## config.mk

```make
export PLATFORM = sky130hd
export DESIGN_NAME = r22sdf_ctrl
export DESIGN_NICKNAME = d
export VERILOG_FILES = /design/src/rtl/r22sdf_pkg.sv /design/src/rtl/r22sdf_bitrev.sv /design/src/rtl/r22sdf_ctrl.sv
export SDC_FILE = /design/constraint.sdc
export NUM_CORES = 1
export LEC_CHECK = 0
export CAP_MARGIN = 20
export CORE_UTILIZATION = 35
export DETAILED_ROUTE_END_ITERATION = 16
export PLACE_DENSITY = 0.64
export SLEW_MARGIN = 20
export SYNTH_ARGS = -nofsm -noshare
export SYNTH_HDL_FRONTEND = slang
export SYNTH_SLANG_ARGS = --single-unit
```

## constraint.sdc

```tcl
create_clock -name sys_clk -period 2.02 [get_ports sys_clk]
set_input_delay 0.404 -clock sys_clk [delete_from_list [all_inputs] [get_ports sys_clk]]
set_output_delay 0.404 -clock sys_clk [all_outputs]
set_load 0.01 [all_outputs]
```

## src/rtl/r22sdf_pkg.sv

```systemverilog
// ---------------------------------------------------------------------------
// r22sdf_pkg
// Shared definitions for the radix-2^2 SDF FFT frame sequencer.
//   - state_t : controller state encoding (INIT=0, IDLE=1, RUN=2, FLUSH=3)
//   - clog2   : ceiling log2, matches the helper used by logfunc.vh users
//   - clog4   : ceiling log4, number of radix-2^2 butterfly stages
//   - DEF_FFT_LENGTH / DEF_IDX_W : default transform size and bin-index width
// ---------------------------------------------------------------------------
package r22sdf_pkg;

    typedef enum logic [1:0] {
        INIT  = 2'd0,
        IDLE  = 2'd1,
        RUN   = 2'd2,
        FLUSH = 2'd3
    } state_t;

    function automatic int clog2(input int n);
        int r;
        r = 0;
        for (int i = 0; i < 31; i++) begin
            if ((1 << i) < n) r = i + 1;
        end
        return r;
    endfunction

    function automatic int clog4(input int n);
        int r;
        r = 0;
        for (int i = 0; i < 15; i++) begin
            if ((1 << (2 * i)) < n) r = i + 1;
        end
        return r;
    endfunction

    localparam int DEF_FFT_LENGTH = 16;
    localparam int DEF_IDX_W      = clog2(DEF_FFT_LENGTH);

endpackage

```

## src/rtl/r22sdf_bitrev.sv

```systemverilog
// ---------------------------------------------------------------------------
// r22sdf_bitrev
// Purely combinational bit reverser of parameterised width. Maps the
// digit-reversed arrival order of the R2^2 pipeline onto true frequency bins.
// Ports:
//   din  [width-1:0]  value to reverse
//   dout [width-1:0]  din with bit order reversed (dout[i] = din[width-1-i])
// ---------------------------------------------------------------------------
module r22sdf_bitrev #(
    parameter int width = 4
) (
    input  logic [width-1:0] din,
    output logic [width-1:0] dout
);

    for (genvar i = 0; i < width; i++) begin : g_rev
        assign dout[i] = din[width-1-i];
    end

endmodule

```

## src/rtl/r22sdf_ctrl.sv

```systemverilog
// ---------------------------------------------------------------------------
// r22sdf_ctrl
// Frame sequencer for the radix-2^2 SDF FFT pipeline. Gates the global
// pipeline enable from the input stream, waits for every twiddle stage to
// report ready, tracks pipeline fill, drains the last frame with zero
// samples and tags the output stream with valid/sop/eop/bin index.
//
// Parameters:
//   fft_length    transform size (power of 4, >= 4)
//   num_stages    number of butterfly stages (width of cordic_rdy)
//   pipe_latency  enabled cycles from input sample 0 to output sample 0
//
// Ports:
//   sys_clk, sys_nrst   clock, synchronous active-low reset
//   din_valid/din_sop   input sample present / sample is frame index 0
//   flush_req           drain the pipeline after the current frame
//   cordic_rdy          per-stage twiddle table ready
//   din_ready           sample accepted this cycle
//   din_zero            upstream must feed zero samples (flush)
//   sys_en_glb          pipeline advance enable
//   dout_valid/sop/eop  registered output tags, aligned with stage data
//   dout_idx            output bin index
//   busy                controller in RUN or FLUSH
//   err_sop             one-cycle pulse on a misplaced din_sop
//
// Build option:
//   R22SDF_BITREV_IDX_EN  when defined, dout_idx is the bit-reversed output
//                         counter (true frequency bin); otherwise dout_idx is
//                         the arrival-order counter.
// ---------------------------------------------------------------------------
module r22sdf_ctrl
    import r22sdf_pkg::*;
#(
    parameter int fft_length   = 16,
    parameter int num_stages   = clog4(fft_length),
    parameter int pipe_latency = fft_length - 1
) (
    input  logic                         sys_clk,
    input  logic                         sys_nrst,
    input  logic                         din_valid,
    input  logic                         din_sop,
    input  logic                         flush_req,
    input  logic [num_stages-1:0]        cordic_rdy,
    output logic                         din_ready,
    output logic                         din_zero,
    output logic                         sys_en_glb,
    output logic                         dout_valid,
    output logic                         dout_sop,
    output logic                         dout_eop,
    output logic [clog2(fft_length)-1:0] dout_idx,
    output logic                         busy,
    output logic                         err_sop
);

    localparam int IDX_W = clog2(fft_length);
    localparam int CNT_W = clog2(pipe_latency + 1);

    localparam logic [IDX_W-1:0] LAST_IDX   = IDX_W'(fft_length - 1);
    localparam logic [CNT_W-1:0] FILL_FULL  = CNT_W'(pipe_latency);
    localparam logic [CNT_W-1:0] FLUSH_LAST = CNT_W'(pipe_latency - 1);

    state_t           state;
    logic [IDX_W-1:0] in_cnt;
    logic [IDX_W-1:0] out_cnt;
    logic [CNT_W-1:0] fill_cnt;
    logic [CNT_W-1:0] flush_cnt;
    logic             flush_latch;
    logic             flush_stop;

    logic             rdy_ok;
    logic             filled;
    logic             emit;
    logic             lose_rdy;
    logic [IDX_W-1:0] idx_next;

    assign rdy_ok   = &cordic_rdy;
    assign filled   = (fill_cnt == FILL_FULL);
    assign busy     = (state == RUN) || (state == FLUSH);
    assign lose_rdy = busy && !rdy_ok;

    // Outputs stop once the last real frame has left during a flush; the
    // remaining zero-padded samples never raise dout_valid.
    assign emit     = sys_en_glb && filled && !flush_stop;

`ifdef R22SDF_BITREV_IDX_EN
    r22sdf_bitrev #(
        .width (IDX_W)
    ) u_bitrev (
        .din  (out_cnt),
        .dout (idx_next)
    );
`else
    assign idx_next = out_cnt;
`endif

    // Handshake and enable follow state and din_valid with no added latency.
    // A ready drop in RUN/FLUSH freezes the pipeline in the same cycle.
    // In IDLE only the sop sample advances the pipeline, as frame index 0.
    always_comb begin
        din_ready  = 1'b0;
        din_zero   = 1'b0;
        sys_en_glb = 1'b0;
        case (state)
            IDLE: begin
                din_ready  = 1'b1;
                sys_en_glb = din_valid && din_sop;
            end
            RUN: begin
                din_ready  = rdy_ok;
                sys_en_glb = din_valid && rdy_ok;
            end
            FLUSH: begin
                din_zero   = 1'b1;
                sys_en_glb = rdy_ok;
            end
            default: ;
        endcase
    end

    // Main sequencer: state, counters, flush latch and registered output tags.
    // The state-specific branches come after the output update so that a
    // clear on a state change takes priority over the counter advance.
    always_ff @(posedge sys_clk) begin
        if (!sys_nrst) begin
            state       <= INIT;
            in_cnt      <= '0;
            out_cnt     <= '0;
            fill_cnt    <= '0;
            flush_cnt   <= '0;
            flush_latch <= 1'b0;
            flush_stop  <= 1'b0;
            dout_valid  <= 1'b0;
            dout_sop    <= 1'b0;
            dout_eop    <= 1'b0;
            dout_idx    <= '0;
            err_sop     <= 1'b0;
        end else begin
            err_sop <= 1'b0;

            if (emit) begin
                dout_valid <= 1'b1;
                dout_sop   <= (out_cnt == '0);
                dout_eop   <= (out_cnt == LAST_IDX);
                dout_idx   <= idx_next;
                out_cnt    <= (out_cnt == LAST_IDX) ? '0 : out_cnt + IDX_W'(1);
                if (state == FLUSH && out_cnt == LAST_IDX) begin
                    flush_stop <= 1'b1;
                end
            end else begin
                dout_valid <= 1'b0;
                dout_sop   <= 1'b0;
                dout_eop   <= 1'b0;
                dout_idx   <= '0;
            end

            if (sys_en_glb && !filled) begin
                fill_cnt <= fill_cnt + CNT_W'(1);
            end

            if (lose_rdy) begin
                state       <= INIT;
                in_cnt      <= '0;
                out_cnt     <= '0;
                fill_cnt    <= '0;
                flush_cnt   <= '0;
                flush_latch <= 1'b0;
                flush_stop  <= 1'b0;
            end else begin
                case (state)
                    INIT: begin
                        if (rdy_ok) state <= IDLE;
                    end
                    IDLE: begin
                        if (din_valid && din_sop) begin
                            state  <= RUN;
                            in_cnt <= IDX_W'(1);
                        end
                    end
                    RUN: begin
                        if (flush_req) flush_latch <= 1'b1;
                        if (din_valid) begin
                            // A stray sop restarts the frame at this sample
                            // and overrides a pending end-of-frame flush.
                            if (din_sop && in_cnt != '0) begin
                                err_sop <= 1'b1;
                                in_cnt  <= IDX_W'(1);
                            end else if (in_cnt == LAST_IDX && (flush_latch || flush_req)) begin
                                state       <= FLUSH;
                                in_cnt      <= '0;
                                flush_cnt   <= '0;
                                flush_latch <= 1'b0;
                            end else begin
                                in_cnt <= (in_cnt == LAST_IDX) ? '0 : in_cnt + IDX_W'(1);
                            end
                        end
                    end
                    FLUSH: begin
                        if (flush_cnt == FLUSH_LAST) begin
                            state      <= IDLE;
                            flush_cnt  <= '0;
                            fill_cnt   <= '0;
                            out_cnt    <= '0;
                            flush_stop <= 1'b0;
                        end else begin
                            flush_cnt <= flush_cnt + CNT_W'(1);
                        end
                    end
                    default: state <= INIT;
                endcase
            end
        end
    end

endmodule

```

==> run summary <==
Entering global routing, the biggest net connects 17 pins. The run gives 53 as the detailed router's first-iteration violation count. The critical path class was register to output port.

At the worst endpoint, the arrival time is 1.53 ns. dfxtp_1 takes more of the synthesized area than any other cell. Overall power consumption after layout is estimated at 1551 µW.

The hold violation count in the final report was 0; the share of total power in the clock network was 0.291. The slew at the pin with the worst max-slew slack is 0.4357 ns, and the worst hold path depth is 2. The switching share of power was 0.3057; the core utilization of the finished layout was 0.4921.

The final antenna-violating net count was 0; the clock buffer count from CTS was 3. In this run the worst hold path is classified as register to register. The total via count after detailed routing is 1,236, and the count of different cell masters after synthesis is 43. Summed over all nets, the half-perimeter wirelength after detailed placement is 2226 µm. In this run the critical register-to-register path is captured at flush_cnt[2]. The tools report the start of the worst register-to-register path as in_cnt[1]. The ratio of cells with drive above 1 in the final layout was 0.2040; the critical path data required time was 1.62 ns. The portion of the clock cycle consumed by the worst path in the final layout came out at 0.9574.

The longest clock path from root to sink contains 2 buffers. Switching power summed over all nets: 474.0 µW. The total area inside the core boundary comes to 3799 µm².

Horizontal extent of the die: 65.98 µm. The power share of the sequential group came out at 0.396. The via count of the first global-routing pass was 1,127; the H-tree depth reported by CTS was 1. The tools report the relative contribution of combinational cells to total power as 0.313. The starting density of the core came out at 0.3771.

Ranked by total cell area, the synthesized netlist is headed by dfxtp_1, ha_1, nor2_1, a21oi_1, inv_1. Max-cap violations in this run came to 0. Across the routed clock network, the largest skew measured is 0.006210 ns. Clock latency on the worst-skew pair, taken at its later pin, is 0.28 ns. The tools report the number of slew-limit violations in the final report as 0.

TritonCTS built the clock tree. Number of remaining DRC errors: 0. The total routing resource utilization after global routing came out at 0.1421.

The tools report the number of I/O pins as 19. The layout net count came out at 221. The total internal power is 1077 µW. For the finished layout, the period the worst path requires is 1.934 ns.

The repair_antennas step left the layout with diodes totalling 0. The signal on the critical path passes through ha_1, buf_4, clkdlybuf4s50_1. The run finished with clean final reports.

Along the worst path, the maximum fanout reaches 4. For this run the aggregate overflow at the end of global routing stands at 0. The pre-antenna-repair detailed-routing pass consisted of 4 iterations. The setup slack on the worst flop-to-flop path is 0.25 ns, and the initial antenna violation count is 0. Measured in cells, the most critical reg-to-reg path has a length of 6. The share of the synthesized area in the top cell type is 0.3913. The tools report the total detailed-routing wirelength as 2941 µm. The synthesized netlist cell count was 165.

After floorplanning, the core was divided into 22 placement rows. The die height came out at 65.98 µm. After detailed placement, the total cell area comes to 1782 µm². Derived from the worst setup path, the maximum achievable clock frequency is 517.1 MHz. During synthesis, Yosys emitted a total of 0 warnings.

Mean instance size in the synthesized netlist: 8.683 µm². Setup violations remaining at the end of the flow were counted as 0. The tools report the startpoint kind of the worst setup timing path as a register. The worst hold endpoint is fill_cnt[1]. The synthesized design contains 28 register bits.

Root buffer cell: clkbuf_8. The sequential cell area fraction in the yosys report was 0.3913; the post-detailed-route wirelength per cell was 11.81 µm. In this design, the stage delay of the slowest critical-path cell is 0.53 ns.

Summing every instance area after synthesis gives 1433 µm². The post-CTS clock slew at the launch and capture registers of the worst setup and hold paths came out at 0.09 ns. Critical path startpoint: state[1]. On the critical path, the stage with the largest delay is an instance of clkdlybuf4s50_1.

IR analysis of the VDD net gives a maximum drop of 0.3754 mV. Fill cells in the final layout number 366. In the routed layout, each cell is associated on average with a via count of 4.964. The run gives 1869 µm² as the post-layout instance area. The kind of end point of the critical path is an output port.

Adding up every negative setup slack in the final design gives 0 ns. The first global-routing pass estimated 4816 µm of wire. The die covers 4353 µm². The leakage power of the design was 0.0007253 µW; the number of sinks handled by clock tree synthesis was 28. In this run the power density over the cells is 829.5 nW/µm².

At the end of routability-driven placement, the weighted congestion stood at 0.8412. Count of input and output buffers: 18. The startpoint of the tightest hold check path was fill_cnt[1]. The number of nets in the synthesized netlist is 184. Relative to the synthesized area, the layout overhead comes to 30.48%.

For the normalized max-slew margin, the log shows 0.7093.
## cells in the final DEF, fill, tap and decap left out, types with 3 or more instances in the layout
master           count
a21oi_1             13
a21oi_2              3
a22oi_1              3
buf_4               17
clkbuf_8             3
clkdlybuf4s50_1     14
dfxtp_1             26
ha_1                11
inv_1               14
nand2_1             11
nand3_1              9
nor2_1              19
nor3_1               4
o21ai_0              9
## layer usage
metal | track usage | routed length [µm] | vias up
met2 | 0.2398 | 1374 | 16
met5 | 0 | 0 | -
met1 | 0.1782 | 1457 | 571
li1 | - | - | 646
met4 | 0.03989 | 17 | 0
met3 | 0.03448 | 92 | 3
## sequential cells by signal, summed over array words and instances, names as in the netlist
signal and flops:
dout_idx 4, fill_cnt 4, flush_cnt 4, idx_next 4, in_cnt 4, state 2
dout_eop 1, dout_sop 1, dout_valid 1, err_sop 1, flush_latch 1, flush_stop 1
## cell type report
cell class              count  area, µm²  share of cell area
clock buffers               3      41.29             0.02209
clock inverters             1      30.03             0.01606
inverters                  15      56.30             0.03012
multi-input cells         119      815.8              0.4364
flip-flops and latches     28      565.5              0.3025
well taps                  48      60.06             0.03213
repair buffers             35      300.3              0.1606
## worst max-delay path: cells and delay by family, from the launching register on
family,cells,cell delay [ns]
fa+ha+maj,1,0.19
flops,1,0.39
buf+inv,2,0.67
## stage by stage
step / setup slack (ns) / cells / hold WS (ns)
3_5_place_dp: -0.3243 / 245 / 0.4730
2_1_floorplan: 0.3202 / 165 / 0.4490
4_1_cts: 0.01270 / 249 / 0.4856
3_3_place_gp: -0.2647 / 245 / 0.4617
5_1_grt: -0.009126 / 249 / 0.5180
6_report: 0.08615 / 249 / 0.4831
## power groups by stage
stage	Combinational [µW]	Clock (µW)	Sequential (µW)
floorplan	288	0	610
global placement	467	0	613
detailed placement	471	0	616
CTS	467	468	606
global route	537	483	617
finish	486	451	613
## cells in the mapped netlist, drive strengths merged
master,instances
nor3b,1
buf,2
nand3,12
nor2,20
ha,12
inv,15
nand4,2
a221oi,1
o32ai,1
and4b,1
clkbuf,1
a21oi,16
mux2i,2
dfxtp,28
or2,1
and3,1
nor2b,2
nand2,11
o21bai,1
nand2b,1
o21ai,10
or4,1
nor3,4
o21a,1
a22oi,3
o211ai,1
nand4b,1
o31ai,1
nand3b,1
xor2,1
nor4b,1
nor4,1
a21o,1
o41ai,1
and2b,1
or3,2
and2,3
## cells by family after synthesis
kind of cell	share of synthesized area
AOI/OAI and AO/OA	0.1668
adders and majority gates	0.1048
and+or+nand+nor	0.2646
buffers and inverters	0.05239
muxes	0.01397
xor gates and xnor gates	0.006115
DFF	0.3913
## worst max path at each step
stage	to	slack [ns]	depth (start not counted)
2_1_floorplan	idx_next[3]	0.32	8
3_3_place_gp	sys_en_glb	-0.26	5
3_5_place_dp	sys_en_glb	-0.32	5
4_1_cts	sys_en_glb	0.01	6
5_1_grt	din_ready	-0.009	5
6_report	din_zero	0.09	3
## timing repair
| action | 4_1_cts | 5_1_grt |
|---|---|---|
| setup endpoints to repair | 3 | 4 |
| hold buffers | 0 | 0 |
| pin swaps | 0 | 2 |
| setup buffers | 0 | 0 |
| gates resized for setup | 7 | 8 |
(Power assumes the default switching activity.)
